File: config.mk
export PLATFORM = sky130hd
export DESIGN_NAME = seg_scan_mux
export DESIGN_NICKNAME = d
export VERILOG_FILES = /design/src/rtl/seg_pkg.sv /design/src/rtl/seg_next_idx.sv /design/src/rtl/seg_scan_mux.sv
export SDC_FILE = /design/constraint.sdc
export NUM_CORES = 1
export LEC_CHECK = 0
export CAP_MARGIN = 20
export CORE_ASPECT_RATIO = 1.5
export CORE_UTILIZATION = 52
export DETAILED_ROUTE_END_ITERATION = 8
export PLACE_DENSITY = 0.82
export SLEW_MARGIN = 40
export SYNTH_ARGS = -nofsm -noshare
export SYNTH_HDL_FRONTEND = slang
export SYNTH_HIERARCHICAL = 1
export SYNTH_SLANG_ARGS = --single-unit
export TNS_END_PERCENT = 100
File: constraint.sdc
create_clock -name clk -period 6.7 [get_ports clk]
set_input_delay 1.34 -clock clk [delete_from_list [all_inputs] [get_ports clk]]
set_output_delay 1.34 -clock clk [all_outputs]
set_load 0.01 [all_outputs]
File: src/rtl/seg_pkg.sv
// Shared types and constants for the multiplexed 7-segment scanner.
package seg_pkg;

   typedef enum logic [1:0] {
      IDLE  = 2'd0,
      BLANK = 2'd1,
      DRIVE = 2'd2
   } scan_state_e;

   localparam logic [6:0] SEG_BLANK = 7'h7F;
   localparam logic [7:0] DATA_OFF  = {1'b1, SEG_BLANK};

   // Width of a digit index / select-position counter for n digits.
   function automatic int idx_width(input int n);
      return (n > 1) ? $clog2(n) : 1;
   endfunction

endpackage

File: src/rtl/seg_next_idx.sv
// Next enabled digit search: scans upward from cur_idx+1 with wrap; wrap flags
// that the scan came back to or below the current digit (end of a frame).
module seg_next_idx #(
   parameter int N_DIGITS = 6,
   parameter int IDX_W    = 3
) (
   input  logic [IDX_W-1:0]    cur_idx,
   input  logic [N_DIGITS-1:0] en,
   output logic [IDX_W-1:0]    nxt_idx,
   output logic                wrap
);

   logic                found;
   logic [N_DIGITS-1:0] en_sh;
   int                  j;

   always_comb begin
      nxt_idx = cur_idx;
      found   = 1'b0;
      en_sh   = '0;
      j       = 0;
      for (int k = 1; k <= N_DIGITS; k++) begin
         j = int'(cur_idx) + k;
         if (j >= N_DIGITS) j = j - N_DIGITS;
         en_sh = en >> j;
         if (!found && en_sh[0]) begin
            nxt_idx = IDX_W'(j);
            found   = 1'b1;
         end
      end
      // A lone enabled digit finds itself, which counts as a wrap.
      wrap = found && (nxt_idx <= cur_idx);
   end

endmodule

File: src/rtl/seg_scan_mux.sv
// Multiplexed common-anode 7-segment scanner with per-slot blanking dead time.
// Optional per-digit blink is built when SEG_SCAN_BLINK_EN is defined.
module seg_scan_mux
   import seg_pkg::*;
#(
   parameter int N_DIGITS     = 6,
   parameter int SCAN_DIV     = 50000,
   parameter int BLANK_CYC    = 4,
   parameter int BLINK_FRAMES = 64
) (
   input  logic                  clk,
   input  logic                  sysclr,
   input  logic [N_DIGITS-1:0]   digit_en,
   input  logic [7*N_DIGITS-1:0] seg_in,
   input  logic [N_DIGITS-1:0]   dp_in,
   input  logic [N_DIGITS-1:0]   blink_mask,
   output logic [N_DIGITS-1:0]   SEG_SEL_n,
   output logic [7:0]            SEG_DATA,
   output logic                  frame_done
);

   localparam int IDX_W = idx_width(N_DIGITS);
   localparam int PC_W  = $clog2(SCAN_DIV);

   scan_state_e         state_q, state_d;
   logic [PC_W-1:0]     pc_q, pc_d;
   logic [IDX_W-1:0]    idx_q, idx_d;
   logic [N_DIGITS-1:0] sel_n_q, sel_n_d;
   logic [7:0]          data_q, data_d;
   logic                frame_done_q, frame_done_d;

   logic                slot_end;
   logic                show;
   logic [IDX_W-1:0]    search_from;
   logic [IDX_W-1:0]    nxt_idx;
   logic                nxt_wrap;
   logic [7*N_DIGITS-1:0] seg_sh;

   assign slot_end = (pc_q == PC_W'(SCAN_DIV - 1));

   // From IDLE, searching after the top digit yields the lowest enabled digit.
   assign search_from = (state_q == IDLE) ? IDX_W'(N_DIGITS - 1) : idx_q;

   seg_next_idx #(
      .N_DIGITS (N_DIGITS),
      .IDX_W    (IDX_W)
   ) u_next_idx (
      .cur_idx (search_from),
      .en      (digit_en),
      .nxt_idx (nxt_idx),
      .wrap    (nxt_wrap)
   );

   assign seg_sh = seg_in >> (7 * int'(idx_q));

   always_comb begin
      pc_d         = slot_end ? '0 : pc_q + 1'b1;
      state_d      = state_q;
      idx_d        = idx_q;
      sel_n_d      = '1;
      data_d       = DATA_OFF;
      frame_done_d = 1'b0;
      case (state_q)
         BLANK: begin
            if (pc_q == PC_W'(BLANK_CYC - 1)) begin
               state_d = DRIVE;
               if (show) begin
                  sel_n_d = ~(N_DIGITS'(1) << idx_q);
                  data_d  = {~dp_in[idx_q], seg_sh[6:0]};
               end
            end
         end
         DRIVE: begin
            if (slot_end) begin
               if (digit_en == '0) begin
                  state_d = IDLE;
               end else begin
                  state_d      = BLANK;
                  idx_d        = nxt_idx;
                  frame_done_d = nxt_wrap;
               end
            end else if (show) begin
               sel_n_d = ~(N_DIGITS'(1) << idx_q);
               data_d  = {~dp_in[idx_q], seg_sh[6:0]};
            end
         end
         IDLE: begin
            if (slot_end && (digit_en != '0)) begin
               state_d = BLANK;
               idx_d   = nxt_idx;
            end
         end
         default: begin
            state_d = BLANK;
            idx_d   = '0;
         end
      endcase
   end

   always_ff @(posedge clk or posedge sysclr) begin
      if (sysclr) begin
         state_q      <= BLANK;
         pc_q         <= '0;
         idx_q        <= '0;
         sel_n_q      <= '1;
         data_q       <= DATA_OFF;
         frame_done_q <= 1'b0;
      end else begin
         state_q      <= state_d;
         pc_q         <= pc_d;
         idx_q        <= idx_d;
         sel_n_q      <= sel_n_d;
         data_q       <= data_d;
         frame_done_q <= frame_done_d;
      end
   end

`ifdef SEG_SCAN_BLINK_EN
   localparam int FC_W = (BLINK_FRAMES > 1) ? $clog2(BLINK_FRAMES) : 1;

   logic [FC_W-1:0] fcnt_q, fcnt_d;
   logic            phase_q, phase_d;

   // Phase advances on the same edge that launches frame_done, so a slot
   // starting a new frame already sees the new phase during its DRIVE.
   always_comb begin
      fcnt_d  = fcnt_q;
      phase_d = phase_q;
      if (frame_done_d) begin
         if (fcnt_q == FC_W'(BLINK_FRAMES - 1)) begin
            fcnt_d  = '0;
            phase_d = ~phase_q;
         end else begin
            fcnt_d  = fcnt_q + 1'b1;
         end
      end
   end

   always_ff @(posedge clk or posedge sysclr) begin
      if (sysclr) begin
         fcnt_q  <= '0;
         phase_q <= 1'b1;
      end else begin
         fcnt_q  <= fcnt_d;
         phase_q <= phase_d;
      end
   end

   assign show = phase_q || !blink_mask[idx_q];
`else
   localparam int unused_blink_frames = BLINK_FRAMES;
   logic unused_blink_mask;

   assign unused_blink_mask = ^blink_mask;
   assign show              = 1'b1;
`endif

   assign SEG_SEL_n  = sel_n_q;
   assign SEG_DATA   = data_q;
   assign frame_done = frame_done_q;

endmodule

# [Yosys cells after proc, flatten, opt, wreduce, memory -nomap -nowiden]
# Cells that the tools add are included.
[classes] n_addsub=13 muxes=40 reduce_logical=17 n_eq_ne=8 bitwise=3 magnitude_cmp=8 n_shift=8 mul=1
[ops] operator="32-bit by 4-bit greater-or-equal comparator with 1-bit output (second input constant)" count=6
[ops] operator="32-bit two-way mux" count=6
[ops] operator="6-bit by 32-bit right shift with 1-bit output" count=6
[ops] operator="32-bit by 4-bit subtractor with 32-bit output (second input constant)" count=6
[ops] operator="42-bit by 6-bit right shift with 7-bit output" count=1
[ops] operator="3-bit two-way mux" count=10
[ops] operator="16-bit by 1-bit adder with 16-bit output (second input constant)" count=1
[ops] operator="16-bit == test (second input constant)" count=1
[ops] operator="16-bit by 2-bit == test with 1-bit output (second input constant)" count=1
[ops] operator="16-bit two-way mux" count=1
[ops] operator="8-bit two-way mux" count=2
[ops] operator="8-bit one-hot mux with 2 select lines" count=1
[ops] operator="3-bit by 3-bit adder with 4-bit output (second input constant)" count=3
[ops] operator="6-bit two-way mux" count=2
[ops] operator="6-bit one-hot mux with 2 select lines" count=1
[ops] operator="1-bit two-way mux" count=11
[ops] operator="3-bit one-hot mux with 3 select lines" count=1
[ops] operator="3-bit by 2-bit adder with 4-bit output (second input constant)" count=2
[ops] operator="1-bit logical AND" count=7
[ops] operator="6-bit zero test" count=1
[ops] operator="3-bit by 3-bit multiplier with 6-bit output (first input constant)" count=1
[ops] operator="2-bit two-way mux" count=3
[ops] operator="2-bit inequality test (second input constant)" count=3
[ops] operator="6-bit NOT" count=1
[ops] operator="15 further kinds" count=20
[totals] in_bits=62 out_inout_bits=15 reg_bits=36 word_cells=104

# [Longest topological paths before layout]
# Gate-level depths: netlist of run 1.
[logic_depth] word_depth=27 ltp_mapped=24 depth_no_buf=23

# [By module]
# Netlist of run 1, hierarchy kept.
[by_module_without_submodules] mod="seg_scan_mux" seq_area_each_um2=919.6 instances=1 area_per_inst_um2=2248.4 cells_each=237
[by_module_without_submodules] mod="seg_next_idx" seq_area_each_um2=0.0 instances=1 area_per_inst_um2=1301.2 cells_each=177

# [Worst setup path after synthesis of run 1]
# Ideal clock, no wire load.
[synth_path] kind="register -> register" start="register idx_q[1]" end="register frame_done_q, in the netlist frame_done" path_buffers=3 synth_period_minus_slack_ns=4.701 path_stages_with_launch=22 required_ns=6.634 path_slack_ns=1.999 arrival_time_ns=4.635 setup_ns=0.066 cell_sequence="dfrtp_1 > buf_2 > buf_1 > nor2b_1 > inv_1 > ha_1 > clkbuf_1 > inv_1 > ha_1 > nor2b_1 > a22o_1 > o31ai_1 > o211a_1 > or2_2 > or3_1 > o211ai_1 > ha_1 > a21o_1 > a21oi_1 > a31oi_1 > a21oi_1 > and3_1"
[synth_via] elab_chain_cells=26 word_cells_on_any_way=58 classes_between="12 x add/sub; 7 x order compare; 6 x shift; 22 x mux; 11 x reduce/logical"
[synth_rtl] item="start: declaration" line_no="seg_scan_mux.sv:27" source="logic [IDX_W-1:0] idx_q, idx_d;"
[synth_rtl] item="start signal: assignment" line_no="seg_scan_mux.sv:111" source="idx_q <= idx_d;"
[synth_rtl] item="3-bit two-way mux *" line_no="seg_scan_mux.sv:42" source="assign search_from = (state_q == IDLE) ? IDX_W'(N_DIGITS - 1) : idx_q;"
[synth_rtl] item="named net search_from[1]" line_no="seg_scan_mux.sv:34" source="logic [IDX_W-1:0] search_from;"
[synth_rtl] item="3-bit by 1-bit adder with 4-bit output" line_no="seg_next_idx.sv:23" source="j = int'(cur_idx) + k;"
[synth_rtl] item="32-bit by 4-bit subtractor with 32-bit output or 32-bit by 4-bit greater-or-equal comparator with 1-bit output (tied branches)" line_no="seg_next_idx.sv:24" source="if (j >= N_DIGITS) j = j - N_DIGITS;"
[synth_rtl] item="32-bit two-way mux" line_no="seg_next_idx.sv:24"
[synth_rtl] item="6-bit by 32-bit right shift with 1-bit output" line_no="seg_next_idx.sv:25" source="en_sh = en >> j;"
[synth_rtl] item="1-bit two-way mux" line_no="seg_next_idx.sv:26" source="if (!found && en_sh[0]) begin"
[synth_rtl] item="1-bit zero test" line_no="seg_next_idx.sv:26"
[synth_rtl] item="[... 14 more ...]"
[synth_rtl] item="named net nxt_idx[1]" line_no="seg_scan_mux.sv:35" source="logic [IDX_W-1:0] nxt_idx;"
[synth_rtl] item="3-bit less-or-equal comparator *" line_no="seg_next_idx.sv:32" source="wrap = found && (nxt_idx <= cur_idx);"
[synth_rtl] item="1-bit logical AND *" line_no="seg_next_idx.sv:32"
[synth_rtl] item="named net nxt_wrap" line_no="seg_scan_mux.sv:36" source="logic nxt_wrap;"
[synth_rtl] item="1-bit two-way mux *" line_no="seg_scan_mux.sv:75" source="if (digit_en == '0) begin"
[synth_rtl] item="1-bit two-way mux *" line_no="seg_scan_mux.sv:74" source="if (slot_end) begin"
[synth_rtl] item="1-bit two-way mux *" line_no="seg_scan_mux.sv:63" source="case (state_q)"
[synth_rtl] item="named net frame_done_d" line_no="seg_scan_mux.sv:30" source="logic frame_done_q, frame_done_d;"
[synth_rtl] item="end signal: assignment" line_no="seg_scan_mux.sv:114" source="frame_done_q <= frame_done_d;"
[synth_rtl] item="end: declaration" line_no="seg_scan_mux.sv:30"
# The timed path passes the listed nets; every way through them passes the cells marked *.
# A chain may end at the register's enable or synchronous reset.

# [Worst setup path after layout of run 1]
[layout_path] start="register idx_q[0]" end="register frame_done_q, in the netlist frame_done"
# Same word-level chain as after synthesis.

==> parameters.txt, run 1 <==
Parameter                              Value

Layout
  Growth of design area from synthesis to finish    23.5%
  Filler cell count in the final layout    ~570
  Final Instance Count excl. Fillers    553
  # nets final    562
  Antenna cell count    0
  Share of layout cells above drive strength 1    0.105
  Post-route design area    approximately 0.0044 sq mm

Timing
  Number of pins exceeding their max-slew limit in the final report    0
  Worst Max-Slew Pin Slew    0.717 ns
  Aggregate negative setup slack    0 ns
  Worst hold margin    0.495 ns
  Worst clock skew    ~0.0086 ns
  Minimum clock period    between 5 and 6 ns
  Final period util    0.815
  Relative slew slack    0.522
  Fmax    0.183 GHz
  Final setup violation count    0
  Number of failing hold endpoints at the final stage    0
  Slack of the critical path    1.24 ns
  Unrepaired setup endpoints after global routing    false

Global route
  Aggregate global-route resource usage    0.254
  Number of global-route vias before repair    3,209
  Initial antenna violation count    0
  Pin count of the biggest net entering global routing    37
  Residual overflow from global routing    0
  Global-route wire length before repair    14.7 mm

Min path
  Hold/Removal Path Class    reg2reg

Routing
  1st-iter DRT viols    223
  Vias/cell    6.10
  Post-detailed-route DRC marker count    0
  Detailed Routing Iterations Pass 1    5
  Post-route antenna net violation count    0
  Routed vias    3,374
  DRT Wirelength    8.84 mm
  Wire per inst    16.0 um

CTS
  Number of sinks handled by clock tree synthesis    36
  Clock slew seen by the registers of the worst setup and hold paths    around 0.07 ns
  Quantity of gates resized following cts    0
  Number of buffers inserted to repair setup after CTS    0
  Inserted Clock Buffers    5
  TritonCTS clock tree    built
  Clock insertion delay at the later pin of the skew report    0.30 ns
  Post-cts hold buffer count    0
  Number of H-tree levels    2
  Clock tree buffer depth    2
  CTS root buffer    sky130_fd_sc_hd__clkbuf_8

Power
  Internal power    slightly below 0.0005 W
  Net Sw Power    0.000245 W
  Combinational cell fraction of total power    0.420
  Power per standard cell area    approximately 170 mW/mm^2
  Worst IR drop on VDD    101 uV
  Clk network pwr share    0.258
  Reported leakage power    1.89 nW
  Sequential share of power    0.323
  Share of total power consumed by net switching    0.331

Synth
  Top cells by count, synth    sky130_fd_sc_hd__mux2i_1, sky130_fd_sc_hd__nor2_1, sky130_fd_sc_hd__o21ai_0
  Cell variety after synth    71
  Number of flops mapped to enable cells by yosys    0
  Yosys reg bits    36
  Average cell area after synthesis    8.57 sq um
  Most common cell in the netlist    sky130_fd_sc_hd__mux2i_1
  Leading cell types by total area after synthesis    sky130_fd_sc_hd__dfrtp_1, sky130_fd_sc_hd__dfstp_2, sky130_fd_sc_hd__mux2i_1, sky130_fd_sc_hd__ha_1, sky130_fd_sc_hd__o21ai_0
  Post-Syn Area    between 0.003 and 0.004 sq mm
  Library cell occupying the most area in the post-synthesis netlist    sky130_fd_sc_hd__dfrtp_1
  Top FF cell, synth    sky130_fd_sc_hd__dfrtp_1
  Asr flop ratio synth    1.00
  Register area share after synthesis    0.259
  Yosys top cell area share    0.148
  Number of instances in the synthesized netlist    slightly above 400
  Synthesized Nets    500
  Warnings from Yosys    6

Placement
  Number of buffers added on ports    70
  GPL Wtd Cong    0.870
  Number of instances in the placed design    roughly 550
  Setup WS pre-CTS    about 1.3 ns
  Final HPWL from detailed placement    6.71 mm
  Placement-stage cell area    0.00427 sq mm

Worst setup path
  Startpoint kind of the worst setup timing path    flip-flop
  Category of the critical setup timing path    reg2reg
  Launching point of the worst reg2reg path    idx_q[0]
  Depth of the most critical reg-to-reg path    19
  CP Launch Point    idx_q[0]
  Slack of the worst reg-to-reg path    1.24 ns
  Crit end category    flip-flop
  Critical path's most frequent cell    sky130_fd_sc_hd__ha_1
  Highest net fanout along the worst path    25
  Critical register-to-register path endpoint    frame_done
  Required time of the critical path    6.93 ns
  Critical path arrival    5.69 ns
  Slowest stage delay, CP    0.81 ns
  Number of gates on the worst path with buffers counted    19
  Crit path cell chain    or2_2, inv_1, ha_1, ha_1, inv_1, ha_1, inv_1, a311o_1, and4bb_4, o31ai_4, nand3_2, o311ai_0, o211ai_1, ha_1, a21o_1, a21oi_1, a31oi_1, a21oi_1, and3_1
  Crit path to    frame_done
  Cell with the largest stage delay on the worst path    sky130_fd_sc_hd__dfrtp_1
  Buffers & Inverters on Critical Path    3
  Gate family responsible for the most delay along the worst path    compound AO/OA/AOI/OAI gates

Floorplanning
  Die height    103 um
  Die span in x    69.5 um
  Floorplan die area    0.00717 sq mm
  Total number of placement rows    36
  Total I/O pin count    77
  Area of the core region    0.00653 sq mm
  Effective utilization at floorplan    0.543

Outcome
  Outcome    complete, no violations

Run
  # Max-Cap Violations    0
worst min path at each step:
stage	start	end	slack, ns	depth (start not counted)
2_1_floorplan	pc_q[0]	pc_q[0]	0.45	1
3_3_place_gp	pc_q[0]	pc_q[0]	0.47	1
3_5_place_dp	pc_q[0]	pc_q[0]	0.49	1
4_1_cts	pc_q[0]	pc_q[0]	0.50	1
5_1_grt	pc_q[5]	pc_q[5]	0.52	1
6_report	pc_q[0]	pc_q[0]	0.49	1
cell families after synthesis:
logic type / Yosys count / share of synthesized area
buffers and inverters: 42 / 0.0543
adders and majority gates: 24 / 0.0846
and+or+nand+nor: 141 / 0.223
muxes: 35 / 0.100
AOI/OAI and AO/OA: 117 / 0.230
xor gates and xnor gates: 19 / 0.0490
DFF: 36 / 0.259
registers in the layout, indices dropped and copies added, names as in the netlist:
signal and count:
frame_done 1, SEG_SEL_n 6, SEG_DATA 8, state_q 2
pc_q 16, idx_q 3
power groups by stage:
stage / sequential [W] / clock, W / combinational [W]
after detailed placement: 0.000243 / 0 / 0.000306
final: 0.000239 / 0.000191 / 0.000310
after global placement: 0.000242 / 0 / 0.000296
after floorplan: 0.000245 / 0 / 0.000207
after global routing: 0.000240 / 0.000202 / 0.000342
after CTS: 0.000239 / 0.000194 / 0.000308
layer usage:
metal / track usage / part of all wire / up-vias
li1: - / - / 1661
met1: 0.272 / 0.39 / 1615
met2: 0.497 / 0.55 / 82
met3: 0.0349 / 0.036 / 16
met4: 0.107 / 0.019 / 0
met5: 0 / 0 / -
worst register-to-register path, stage by stage (launching register included):
cell	delay [ns]
sky130_fd_sc_hd__dfrtp_1	0.81
sky130_fd_sc_hd__or2_2	0.58
sky130_fd_sc_hd__inv_1	0.26
sky130_fd_sc_hd__ha_1	0.52
sky130_fd_sc_hd__ha_1	0.27
sky130_fd_sc_hd__inv_1	0.06
sky130_fd_sc_hd__ha_1	0.22
sky130_fd_sc_hd__inv_1	0.10
sky130_fd_sc_hd__a311o_1	0.39
sky130_fd_sc_hd__and4bb_4	0.24
sky130_fd_sc_hd__o31ai_4	0.33
sky130_fd_sc_hd__nand3_2	0.14
sky130_fd_sc_hd__o311ai_0	0.36
sky130_fd_sc_hd__o211ai_1	0.18
sky130_fd_sc_hd__ha_1	0.33
sky130_fd_sc_hd__a21o_1	0.16
sky130_fd_sc_hd__a21oi_1	0.14
sky130_fd_sc_hd__a31oi_1	0.06
sky130_fd_sc_hd__a21oi_1	0.11
sky130_fd_sc_hd__and3_1	0.16
cell usage in the layout (no fill, tap or decap), types with 6 or more instances in the layout:
cell type	Yosys	final
sky130_fd_sc_hd__xnor2_1	11	11
sky130_fd_sc_hd__o211ai_1	7	7
sky130_fd_sc_hd__a21o_1	12	12
sky130_fd_sc_hd__clkdlybuf4s50_1	0	70
sky130_fd_sc_hd__ha_1	24	24
sky130_fd_sc_hd__dfstp_2	15	15
sky130_fd_sc_hd__inv_1	21	21
sky130_fd_sc_hd__or3_1	12	12
sky130_fd_sc_hd__mux2i_1	31	31
sky130_fd_sc_hd__nand2_1	24	24
sky130_fd_sc_hd__a21oi_1	18	18
sky130_fd_sc_hd__nor3_1	7	7
sky130_fd_sc_hd__o21ai_0	25	25
sky130_fd_sc_hd__and3_1	6	6
sky130_fd_sc_hd__xor2_1	7	7
sky130_fd_sc_hd__nand3_1	20	20
sky130_fd_sc_hd__o31ai_1	6	6
sky130_fd_sc_hd__nor2_1	29	29
sky130_fd_sc_hd__o22ai_1	9	9
sky130_fd_sc_hd__dfrtp_1	21	21
sky130_fd_sc_hd__nand2b_1	7	7
area by class of cell:
class	instances	area [sq um]	share of cell area
clock buffer	5	68.8	0.0157
clock inverter	3	42.5	0.00970
inverter	22	82.6	0.0188
multi-input combinational	336	2440	0.556
sequential	36	920	0.210
tap	76	95.1	0.0217
timing repair buffer	75	738	0.168
stage by stage:
| step | utilization | power [W] |
|---|---|---|
| 2_1_floorplan | - | 0.000452 |
| 3_3_place_gp | 0.652 | 0.000539 |
| 3_5_place_dp | 0.654 | 0.000549 |
| 4_1_cts | 0.671 | 0.000741 |
| 5_1_grt | 0.671 | 0.000784 |
| 6_report | 0.671 | 0.000740 |
(Power assumes the default switching activity.)
==> inputs of run 2 (changes only) <==
Clock period 6.7 ns to 5.4 ns, I/O delays scaled along.
==> parameters.txt, run 2 (synthesized netlist as in run 1, its figures left out) <==
Parameter                              Value

Layout
  Register with the most flip-flops    pc_q
  Largest register FFs    16
  Commonest non-fill, non-tap cell in the layout    sky130_fd_sc_hd__clkdlybuf4s50_1
  Area used by multi-input combinational logic    0.00244 sq mm
  Filler cell count in the final layout    548
  Share of layout cells above drive strength 1    0.118
  Final Instance Count excl. Fillers    559
  Growth of design area from synthesis to finish    24.3%
  Register area    about 920 sq um
  Highest-count cells in the layout ignoring fill and taps    sky130_fd_sc_hd__clkdlybuf4s50_1, sky130_fd_sc_hd__mux2i_1, sky130_fd_sc_hd__nor2_1
  Antenna cell count    0
  # nets final    568

Timing
  Worst hold margin    0.494 ns
  Relative slew slack    0.570
  Fmax    0.196 GHz
  Final setup violation count    0
  Slack of the critical path    0.290 ns
  Number of pins exceeding their max-slew limit in the final report    0
  Worst clock skew    0.00962 ns
  Unrepaired setup endpoints after global routing    false
  Worst Max-Slew Pin Slew    0.640 ns
  Final period util    0.946
  Number of failing hold endpoints at the final stage    0
  Aggregate negative setup slack    0 ns
  Minimum clock period    5.11 ns

Routing
  Routed vias    3,446
  1st-iter DRT viols    305
  Detailed Routing Iterations Pass 1    5
  DRT Wirelength    9.17 mm
  Post-detailed-route DRC marker count    0
  Vias/cell    6.16
  Wire per inst    16.4 um
  Post-route antenna net violation count    0

Placement
  Number of instances in the placed design    549
  Number of buffers added on ports    70
  GPL Wtd Cong    between 0.9 and 1
  Setup WS pre-CTS    0.381 ns
  Final HPWL from detailed placement    7.03 mm

Worst setup path
  Required time of the critical path    5.63 ns
  Crit path cell chain    inv_1, ha_1, or2_2, ha_1, xnor2_2, inv_2, ha_1, inv_1, ha_1, inv_1, a311o_1, and4bb_4, o31ai_4, nand3_2, or3_1, o211ai_1, ha_1, a21o_1, a21oi_1, a31oi_1, a21oi_1, and3_1
  Slowest stage delay, CP    0.53 ns
  CP Launch Point    state_q[0]
  Highest net fanout along the worst path    5
  Startpoint kind of the worst setup timing path    flip-flop
  Critical path arrival    5.34 ns
  Critical path's most frequent cell    sky130_fd_sc_hd__ha_1
  Category of the critical setup timing path    reg2reg
  Crit end category    flip-flop
  Launching point of the worst reg2reg path    state_q[0]
  Cell with the largest stage delay on the worst path    sky130_fd_sc_hd__dfstp_2

Power
  Worst IR drop on VDD    95.7 uV
  Reported leakage power    about 1.9 nW
  Power per standard cell area    202 mW/mm^2

Global route
  Residual overflow from global routing    0
  Initial antenna violation count    0
  Aggregate global-route resource usage    0.253
  Number of global-route vias before repair    3,262
  Global-route wire length before repair    between 10 and 15 mm
  Pin count of the biggest net entering global routing    37

CTS
  Clock insertion delay at the later pin of the skew report    0.29 ns
  Number of H-tree levels    2
  Clock slew seen by the registers of the worst setup and hold paths    around 0.070 ns
  Inserted Clock Buffers    5
  TritonCTS clock tree    built
  Clock tree buffer depth    2
  Post-cts hold buffer count    0
  Number of sinks handled by clock tree synthesis    36
  CTS root buffer    sky130_fd_sc_hd__clkbuf_8

Outcome
  Outcome    complete, no violations

Floorplanning
  Effective utilization at floorplan    0.543
  Floorplan die area    0.00717 sq mm
  Die span in x    between 60 and 70 um
  Total I/O pin count    77
  Die height    103 um
  Area of the core region    0.00653 sq mm
  Total number of placement rows    36

Min path
  Hold/Removal Path Class    reg2reg
  Beginning of the worst hold path    pc_q[0]

Run
  # Max-Cap Violations    0
## run 2: final cells by class
cell class	count	area share
inverters	22	0.0187
repair buffers	81	0.177
multi-input cells	336	0.554
clock buffers	5	0.0156
clock inverters	3	0.00425
well taps	76	0.0215
flip-flops and latches	36	0.208
## run 2: routing by layer
layer  share of wire  vias up  GRT usage  routed length (um)
met1            0.37     1637      0.273                3430
met4           0.032        0      0.129                 297
li1                -     1666          -                   -
met3           0.045       24     0.0281                 417
met2            0.55      119      0.488                5030
met5               0        -          0                   0
## run 2: worst paths after layout
path	to	cells after the start	slack, ns
worst max-delay path	frame_done	22	0.29
worst min-delay path	pc_q[0]	1	0.49
worst max register to register	frame_done	22	0.29
worst min register to register	pc_q[0]	1	0.49
max in group asynchronous	SEG_DATA[3]	3	3.86
min in group asynchronous	pc_q[12]	3	1.18
## run 2: worst max-delay path, delay by kind of cell (launching register included)
family | cells | cell delay, ns
adders and majority gates | 5 | 1.22
AOI/OAI and AO/OA | 7 | 1.44
xor gates and xnor gates | 1 | 0.30
buffers and inverters | 4 | 0.32
DFF | 1 | 0.53
and+or+nand+nor | 5 | 1.21
## run 2: through the flow
stage	power, W	instance area (sq um)	util
CTS	0.000880	4390	0.672
finish	0.000892	4410	0.676
global placement	0.000673	4300	0.658
detailed placement	0.000689	4300	0.659
floorplan	0.000561	3550	-
global route	0.000945	4410	0.676
## run 2: timing repair
action,4_1_cts,5_1_grt
setup endpoints to repair,0,1
setup buffers,0,2
gates resized for setup,0,2
## run 2: power breakdown
group	internal, W	switching, W	total, W
Sequential	0.000290	0.00000576	0.000295
Clock	0.0000899	0.000102	0.000192
Combinational	0.000198	0.000207	0.000405
Total	0.000577	0.000315	0.000892
==> inputs of run 3 (changes only) <==
Settings changed: CELL_PAD_IN_SITES_DETAIL_PLACEMENT set to 1, CELL_PAD_IN_SITES_GLOBAL_PLACEMENT set to 1, CORE_UTILIZATION 52 to 39, PLACE_DENSITY 0.82 to not set, PLACE_DENSITY_LB_ADDON set to 0.1.
==> parameters.txt, run 3 (synthesized netlist as in run 1, its figures left out) <==
Parameter                              Value

Power
  Internal power    0.000700 W
  Combinational cell fraction of total power    0.393
  Power per standard cell area    approximately 230 mW/mm^2
  Sequential share of power    0.289
  Share of total power consumed by net switching    0.314
  Final total power    roughly 0.001 W
  Clk network pwr share    0.318
  Reported leakage power    1.95 nW
  Worst IR drop on VDD    195 uV
  Net Sw Power    0.000321 W

Timing
  Number of pins exceeding their max-slew limit in the final report    0
  Worst hold margin    0.491 ns
  Minimum clock period    roughly 5 ns
  Final period util    0.917
  Worst clock skew    0.00348 ns
  Unrepaired setup endpoints after global routing    false
  Aggregate negative setup slack    0 ns
  Final setup violation count    0
  Worst Max-Slew Pin Slew    approximately 0.65 ns
  Relative slew slack    0.551
  Fmax    between 0.2 and 0.25 GHz
  Number of failing hold endpoints at the final stage    0

Run
  # Max-Cap Violations    0

Global route
  Initial antenna violation count    0
  Number of global-route vias before repair    3,557
  Aggregate global-route resource usage    0.236
  Pin count of the biggest net entering global routing    27
  Residual overflow from global routing    0
  Global-route wire length before repair    17.6 mm

Layout
  Largest register FFs    16
  Antenna cell count    0
  Growth of design area from synthesis to finish    27.7%
  Commonest non-fill, non-tap cell in the layout    sky130_fd_sc_hd__clkdlybuf4s50_1
  # nets final    about 570
  Register with the most flip-flops    pc_q
  Final Instance Count excl. Fillers    594
  Highest-count cells in the layout ignoring fill and taps    sky130_fd_sc_hd__clkdlybuf4s50_1, sky130_fd_sc_hd__mux2i_1, sky130_fd_sc_hd__nor2_1
  Share of layout cells above drive strength 1    0.116

Min path
  Hold/Removal Path Class    reg2reg

CTS
  Number of sinks handled by clock tree synthesis    36
  Clock insertion delay at the later pin of the skew report    0.28 ns
  Clock slew seen by the registers of the worst setup and hold paths    0.05 ns
  Inserted Clock Buffers    5
  TritonCTS clock tree    built
  Number of H-tree levels    2
  CTS root buffer    sky130_fd_sc_hd__clkbuf_16
  Clock tree buffer depth    2

Routing
  Wire per inst    17.8 um
  1st-iter DRT viols    124
  Post-route antenna net violation count    0
  Vias/cell    5.73
  Post-detailed-route DRC marker count    0
  DRT Wirelength    10.6 mm
  Detailed Routing Iterations Pass 1    4
  Routed vias    between 3,000 and 4,000

Floorplanning
  Total number of placement rows    42
  Effective utilization at floorplan    0.402
  Die height    119 um
  Floorplan die area    ~0.0095 sq mm
  Area of the core region    0.00883 sq mm
  Die span in x    79.9 um
  Total I/O pin count    77

Placement
  Number of instances in the placed design    585
  Final HPWL from detailed placement    8.19 mm
  GPL Wtd Cong    0.823
  Number of buffers added on ports    70

Outcome
  Outcome    complete, no violations

Worst setup path
  Slack of the worst reg-to-reg path    ~0.45 ns
  Category of the critical setup timing path    reg2reg
  Crit end category    flip-flop
  Startpoint kind of the worst setup timing path    flip-flop
  Critical path arrival    5.17 ns
  Required time of the critical path    5.61 ns
  Highest net fanout along the worst path    24
-- run 3: timing repair --
action / in CTS / in global routing
hold buffers: 0 / 0
buffers inserted: 0 / 1
resized for setup: 0 / 2
endpoints found under the hold margin: 0 / 0
setup endpoints to repair: 0 / 1
-- run 3: critical path, cell delays in order, from the launching register on --
cell,delay [ns]
sky130_fd_sc_hd__dfstp_2,0.53
sky130_fd_sc_hd__inv_1,0.07
sky130_fd_sc_hd__ha_1,0.26
sky130_fd_sc_hd__or2_2,0.31
sky130_fd_sc_hd__buf_4,0.24
sky130_fd_sc_hd__inv_1,0.11
sky130_fd_sc_hd__ha_1,0.25
sky130_fd_sc_hd__ha_1,0.20
sky130_fd_sc_hd__inv_1,0.05
sky130_fd_sc_hd__ha_1,0.21
sky130_fd_sc_hd__inv_1,0.10
sky130_fd_sc_hd__a311o_1,0.39
sky130_fd_sc_hd__and4bb_4,0.24
sky130_fd_sc_hd__o31ai_4,0.30
sky130_fd_sc_hd__nand3_2,0.14
sky130_fd_sc_hd__or3_1,0.33
sky130_fd_sc_hd__o211ai_1,0.24
sky130_fd_sc_hd__ha_1,0.30
sky130_fd_sc_hd__a21o_1,0.16
sky130_fd_sc_hd__a21oi_1,0.14
sky130_fd_sc_hd__a31oi_1,0.05
sky130_fd_sc_hd__a21oi_1,0.12
sky130_fd_sc_hd__and3_1,0.17
-- run 3: metal layers --
| layer | share of wire | vias up | track usage |
|---|---|---|---|
| met1 | 0.39 | 1680 | 0.257 |
| li1 | - | 1659 | - |
| met5 | 0 | - | 0 |
| met3 | 0.025 | 10 | 0.0284 |
| met4 | 0.016 | 0 | 0.0681 |
| met2 | 0.57 | 53 | 0.458 |
-- run 3: stage by stage --
step	utilization	setup WS, ns	instance area (sq um)
floorplan	-	0.699	3550
global placement	0.492	0.466	4350
detailed placement	0.494	0.351	4360
CTS	0.512	0.307	4520
global route	0.513	0.0592	4530
finish	0.513	0.446	4530
-- run 3: path summary, 6_finish.rpt --
check,startpoint,to,depth (start not counted)
max,state_q[0],frame_done,22
min,pc_q[0],pc_q[0],1
max reg2reg,state_q[0],frame_done,22
min reg2reg,pc_q[0],pc_q[0],1
max in group asynchronous,sysclr,SEG_DATA[5],3
min in group asynchronous,sysclr,pc_q[13],2
-- run 3: cell type report --
type,instances,area [sq um]
inverter,22,82.6
tap,110,138
sequential,36,920
clock inverter,2,35.0
fill,1065,4300
timing repair buffer,82,791
multi-input combinational,336,2440
clock buffer,6,129
-- run 3: power groups by stage --
stage	combinational, W	sequential [W]	clock (W)
after CTS	0.000400	0.000295	0.000331
after global placement	0.000385	0.000299	0
after detailed placement	0.000398	0.000300	0
after floorplan	0.000256	0.000305	0
after global routing	0.000444	0.000296	0.000341
final	0.000401	0.000295	0.000325
==> edit 1, RTL diff (config.mk and constraints of run 2) <==
The parameter `SCAN_DIV` goes from 50000 to 12500.
--- a/src/rtl/seg_scan_mux.sv
+++ b/src/rtl/seg_scan_mux.sv
@@ -4,7 +4,7 @@
    import seg_pkg::*;
 #(
    parameter int N_DIGITS     = 6,
-   parameter int SCAN_DIV     = 50000,
+   parameter int SCAN_DIV     = 12500,
    parameter int BLANK_CYC    = 4,
    parameter int BLINK_FRAMES = 64
 ) (
Function: same outputs for any inputs over 10 cycles, from zero or initial values; that may be too few to reach the edited logic, so the function may still have changed.
==> edit 1 against run 2 <==
Non-clock buffer count decreased by 1. Largest cell class unchanged. Die area decreased by 8.6%. Cell area decreased by 6.3%. Wire length decreased by 10%. Highest routed layer unchanged. Worst setup slack improved by 0.055 ns. Synthesized area decreased by 8.8%. Critical path type unchanged. Synthesized cell count decreased by 14%. Sequential cell count decreased by 2. Critical path depth increased by 1.
Power is not compared: it rests on default switching activity, and its combinational part moved more than twofold at a synthesized area within 25%.
==> edit 1: results (changes against run 2) <==
[finish]
fin_area_um2=4140  ; was 4410 um^2
nFlopsAndLatches=34  ; was 36
final_layout_size_suffix_gt1_share_pct=16.1  ; was 11.8%
multi_input_gates=283  ; was 336
inv_count=24  ; was 22
n_all_buffers=80  ; was 81
final-clk-cell-share_pct=2.63  ; was 1.98%
finalNetCount=514  ; was 568
instances_no_fill=501  ; was 559
seqCellArea_um2=870  ; was 920 um^2
nonClkBufAreaFrac_pct=18.8  ; was 17.7%
multi_input_area_um2=2200  ; was 2440 um^2

[sta]
worst_hold_slack_ns=0.470  ; was 0.494 ns
fin_crit_ns=5.05  ; was 5.11 ns
finClkSkew_ns=0.00663  ; was 0.00962 ns
worst_slew_margin_rel_pct=50.7  ; was 57.0%

[placed_design]
dp_hpwl_um=6290  ; was 7030 um
dp_cells=491  ; was 549
post-place-ws_ns=0.213  ; was 0.381 ns
place_area_um2=4010  ; was 4300 um^2
globalplace.congestion=0.988  ; was 0.968

[drt]
dr_wl_met3_um=234  ; was 417 um
vias_per_cell=6.05  ; was 6.16
wl_um=8230  ; was 9170 um
met1_length_um=3190  ; was 3430 um
drt-initial-drc-count=170  ; was 305
wl_met2_um=4510  ; was 5030 um

[synth]
synth_area_leaders=dfrtp_1, dfstp_2, ha_1, mux2i_1, mux4_2  ; was dfrtp_1, dfstp_2, mux2i_1, ha_1, o21ai_0
syn_area_um2=3240  ; was 3550 um^2
synth.distinct_cells=76  ; was 71
synth_compound_area_share_pct=22.4  ; was 23.0%
synth.area.mux_share_pct=12.5  ; was 10.0%
ys_seq_area_share_pct=26.9  ; was 25.9%
ys_top_cells_by_count=nor2_1, ha_1, o21ai_0, inv_1, a21oi_1  ; was mux2i_1, nor2_1, o21ai_0, ha_1, nand2_1
synthXorXnorAreaFrac_pct=5.10  ; was 4.90%
avgSynthCellArea_um2=9.14  ; was 8.57 um^2

[run_status]
status=finished, final reports clean  ; unchanged

[global_routing]
grt_use_met3_pct=3.47  ; was 2.81%
met2_usage_pct=49.1  ; was 48.8%
grt_use_total_pct=26.2  ; was 25.3%
grt_pass1_wl_um=13400  ; was 14700 um

[worst_setup_path]
reg2regPathDepth=23  ; was 22
cp_max_fo=24  ; was 5
cp.arrival_ns=5.27  ; was 5.34 ns

[clocking]
cts_buffers=5  ; unchanged

-- edit 1: cell count changes after synthesis, moves of 6 or more --
cell and delta:
a21o_1 -6, mux2i_1 -12, mux4_2 +8, nand2_1 -7, nand3_1 -7, o22ai_1 -6
or3_1 -7
-- edit 1: critical path, cell delays in order (launching register included) --
cell and delay, ns:
dfstp_2 0.55, inv_1 0.06, ha_2 0.24, or2_2 0.31, buf_4 0.23, inv_1 0.11
ha_1 0.24, ha_1 0.20, inv_1 0.05, ha_1 0.21, inv_1 0.10, a311o_1 0.38
and4bb_4 0.24, o31ai_4 0.30, nand3_2 0.14, or3_1 0.32, o211ai_1 0.25, ha_1 0.30
a21o_1 0.16, a21oi_1 0.15, a31oi_1 0.06, a21oi_1 0.16, nand2_1 0.07, nor2_1 0.13
-- edit 1: what timing repair did --
item	in CTS	in global routing
setup buffers	0	2
endpoints found under the setup margin	0	1
endpoints found under the hold margin	0	0
gates resized for setup	0	3
==> edit 2, RTL diff (flow settings as in run 2) <==
Made on the original files. Add an input register stage for `digit_en`, `seg_in` and `dp_in`; this delays them by one clock. The other inputs are not delayed to match.
--- a/src/rtl/seg_scan_mux.sv
+++ b/src/rtl/seg_scan_mux.sv
@@ -21,6 +21,16 @@
 
    localparam int IDX_W = idx_width(N_DIGITS);
    localparam int PC_W  = $clog2(SCAN_DIV);
+
+   logic [N_DIGITS-1:0] digit_en_q;
+   logic [7*N_DIGITS-1:0] seg_q;
+   logic [N_DIGITS-1:0] dp_q;
+
+   always_ff @(posedge clk) begin
+      digit_en_q <= digit_en;
+      seg_q      <= seg_in;
+      dp_q       <= dp_in;
+   end
 
    scan_state_e         state_q, state_d;
    logic [PC_W-1:0]     pc_q, pc_d;
@@ -46,12 +56,12 @@
       .IDX_W    (IDX_W)
    ) u_next_idx (
       .cur_idx (search_from),
-      .en      (digit_en),
+      .en      (digit_en_q),
       .nxt_idx (nxt_idx),
       .wrap    (nxt_wrap)
    );
 
-   assign seg_sh = seg_in >> (7 * int'(idx_q));
+   assign seg_sh = seg_q >> (7 * int'(idx_q));
 
    always_comb begin
       pc_d         = slot_end ? '0 : pc_q + 1'b1;
@@ -66,13 +76,13 @@
                state_d = DRIVE;
                if (show) begin
                   sel_n_d = ~(N_DIGITS'(1) << idx_q);
-                  data_d  = {~dp_in[idx_q], seg_sh[6:0]};
+                  data_d  = {~dp_q[idx_q], seg_sh[6:0]};
                end
             end
          end
          DRIVE: begin
             if (slot_end) begin
-               if (digit_en == '0) begin
+               if (digit_en_q == '0) begin
                   state_d = IDLE;
                end else begin
                   state_d      = BLANK;
@@ -81,11 +91,11 @@
                end
             end else if (show) begin
                sel_n_d = ~(N_DIGITS'(1) << idx_q);
-               data_d  = {~dp_in[idx_q], seg_sh[6:0]};
+               data_d  = {~dp_q[idx_q], seg_sh[6:0]};
             end
          end
          IDLE: begin
-            if (slot_end && (digit_en != '0)) begin
+            if (slot_end && (digit_en_q != '0)) begin
                state_d = BLANK;
                idx_d   = nxt_idx;
             end
Formal check against the unedited RTL: not equivalent (a bounded check fails within 10 cycles, from zero or initial values).
==> edit 2 against run 2 <==
Power rose by 55%. First-iteration DRC count fell by 17%. Wire length rose by 13%. Core utilization fell by 1.1 points. Cell area rose by 28%. Sequential cell count rose by 54. Global-route usage fell by 1.5 points. Critical endpoint unchanged. Highest routed layer unchanged. Worst setup slack improved by 0.17 ns. Synthesized area rose by 31%. Synthesized cell count rose by 10%.
==> edit 2: results (changes against run 2) <==
[run_status]
status=finished, final reports clean  ; unchanged

[worst_setup_path]
cp.arrival_ns=5.21  ; was 5.34 ns
cp_max_fo=20  ; was 5

[finish]
instances_no_fill=630  ; was 559
largest_reg_flops=42  ; was 16
nFillCells=689  ; was 548

[global_routing]
gr-usage-met1_pct=25.5  ; was 27.3%
grt_use_met3_pct=3.64  ; was 2.81%
grt_pass1_wl_um=17200  ; was 14700 um

[clocking]
cts_root_buf=clkbuf_16  ; was clkbuf_8
clock_latency_ns=0.35  ; was 0.29 ns
cts_buffers=9  ; was 5
h-tree-depth=3  ; was 2

[pwr]
p_int_w=0.00107  ; was 0.000577 W
p_seq_share_pct=50.4  ; was 33.1%
vdd_drop_max_uv=230  ; was 95.7 uV

[drt]
drtPass1Iterations=4  ; was 5
wl_um=10400  ; was 9170 um
vias_per_cell=5.78  ; was 6.16
wl_met2_um=5890  ; was 5030 um
drt-initial-drc-count=253  ; was 305

[synth]
avgSynthCellArea_um2=10.2  ; was 8.57 um^2
synthArstFlopShare_pct=40.0  ; was 100%
synth.distinct_cells=75  ; was 71
ys_seq_area_share_pct=43.1  ; was 25.9%
synth_nets=544  ; was 500
ys_top_cells_by_count=dfxtp_1, mux2i_1, o21ai_0, ha_1, nor2_1  ; was mux2i_1, nor2_1, o21ai_0, ha_1, nand2_1
ys.flop_type=dfxtp_1  ; was dfrtp_1

[sta]
tightest_slew_ns=0.544  ; was 0.640 ns

[placed_design]
globalplace.congestion=0.907  ; was 0.968
dp_hpwl_um=7620  ; was 7030 um
post-place-ws_ns=0.440  ; was 0.381 ns
dp_cells=614  ; was 549
place_area_um2=5370  ; was 4300 um^2

==> edit 2: worst paths after layout <==
check / endpoint / slack, ns / depth (start not counted)
setup / recovery: frame_done / 0.46 / 23
hold / removal: pc_q[0] / 0.48 / 1
setup reg to reg: frame_done / 0.46 / 23
hold reg to reg: pc_q[0] / 0.48 / 1
max in group asynchronous: SEG_SEL_n[0] / 3.92 / 3
min in group asynchronous: pc_q[15] / 1.15 / 3
==> edit 2: cell type report <==
type	instances	area, um^2	share of cell area [%]
Clock buffer	10	229	4.05
Sequential cell	90	2000	35.3
Inverter	23	86.3	1.53
Tap cell	107	134	2.37
Clock inverter	6	55.1	0.973
Timing Repair Buffer	75	738	13.0
Multi-Input combinational cell	319	2420	42.7
==> edit 2: logic make-up after synthesis <==
logic type                 share of synthesized area [%]
xor gates and xnor gates                            4.47
and+or+nand+nor                                     16.0
AOI/OAI and AO/OA                                   16.3
muxes                                               8.52
DFF                                                 43.1
buffers and inverters                               4.88
adders and majority gates                           6.74
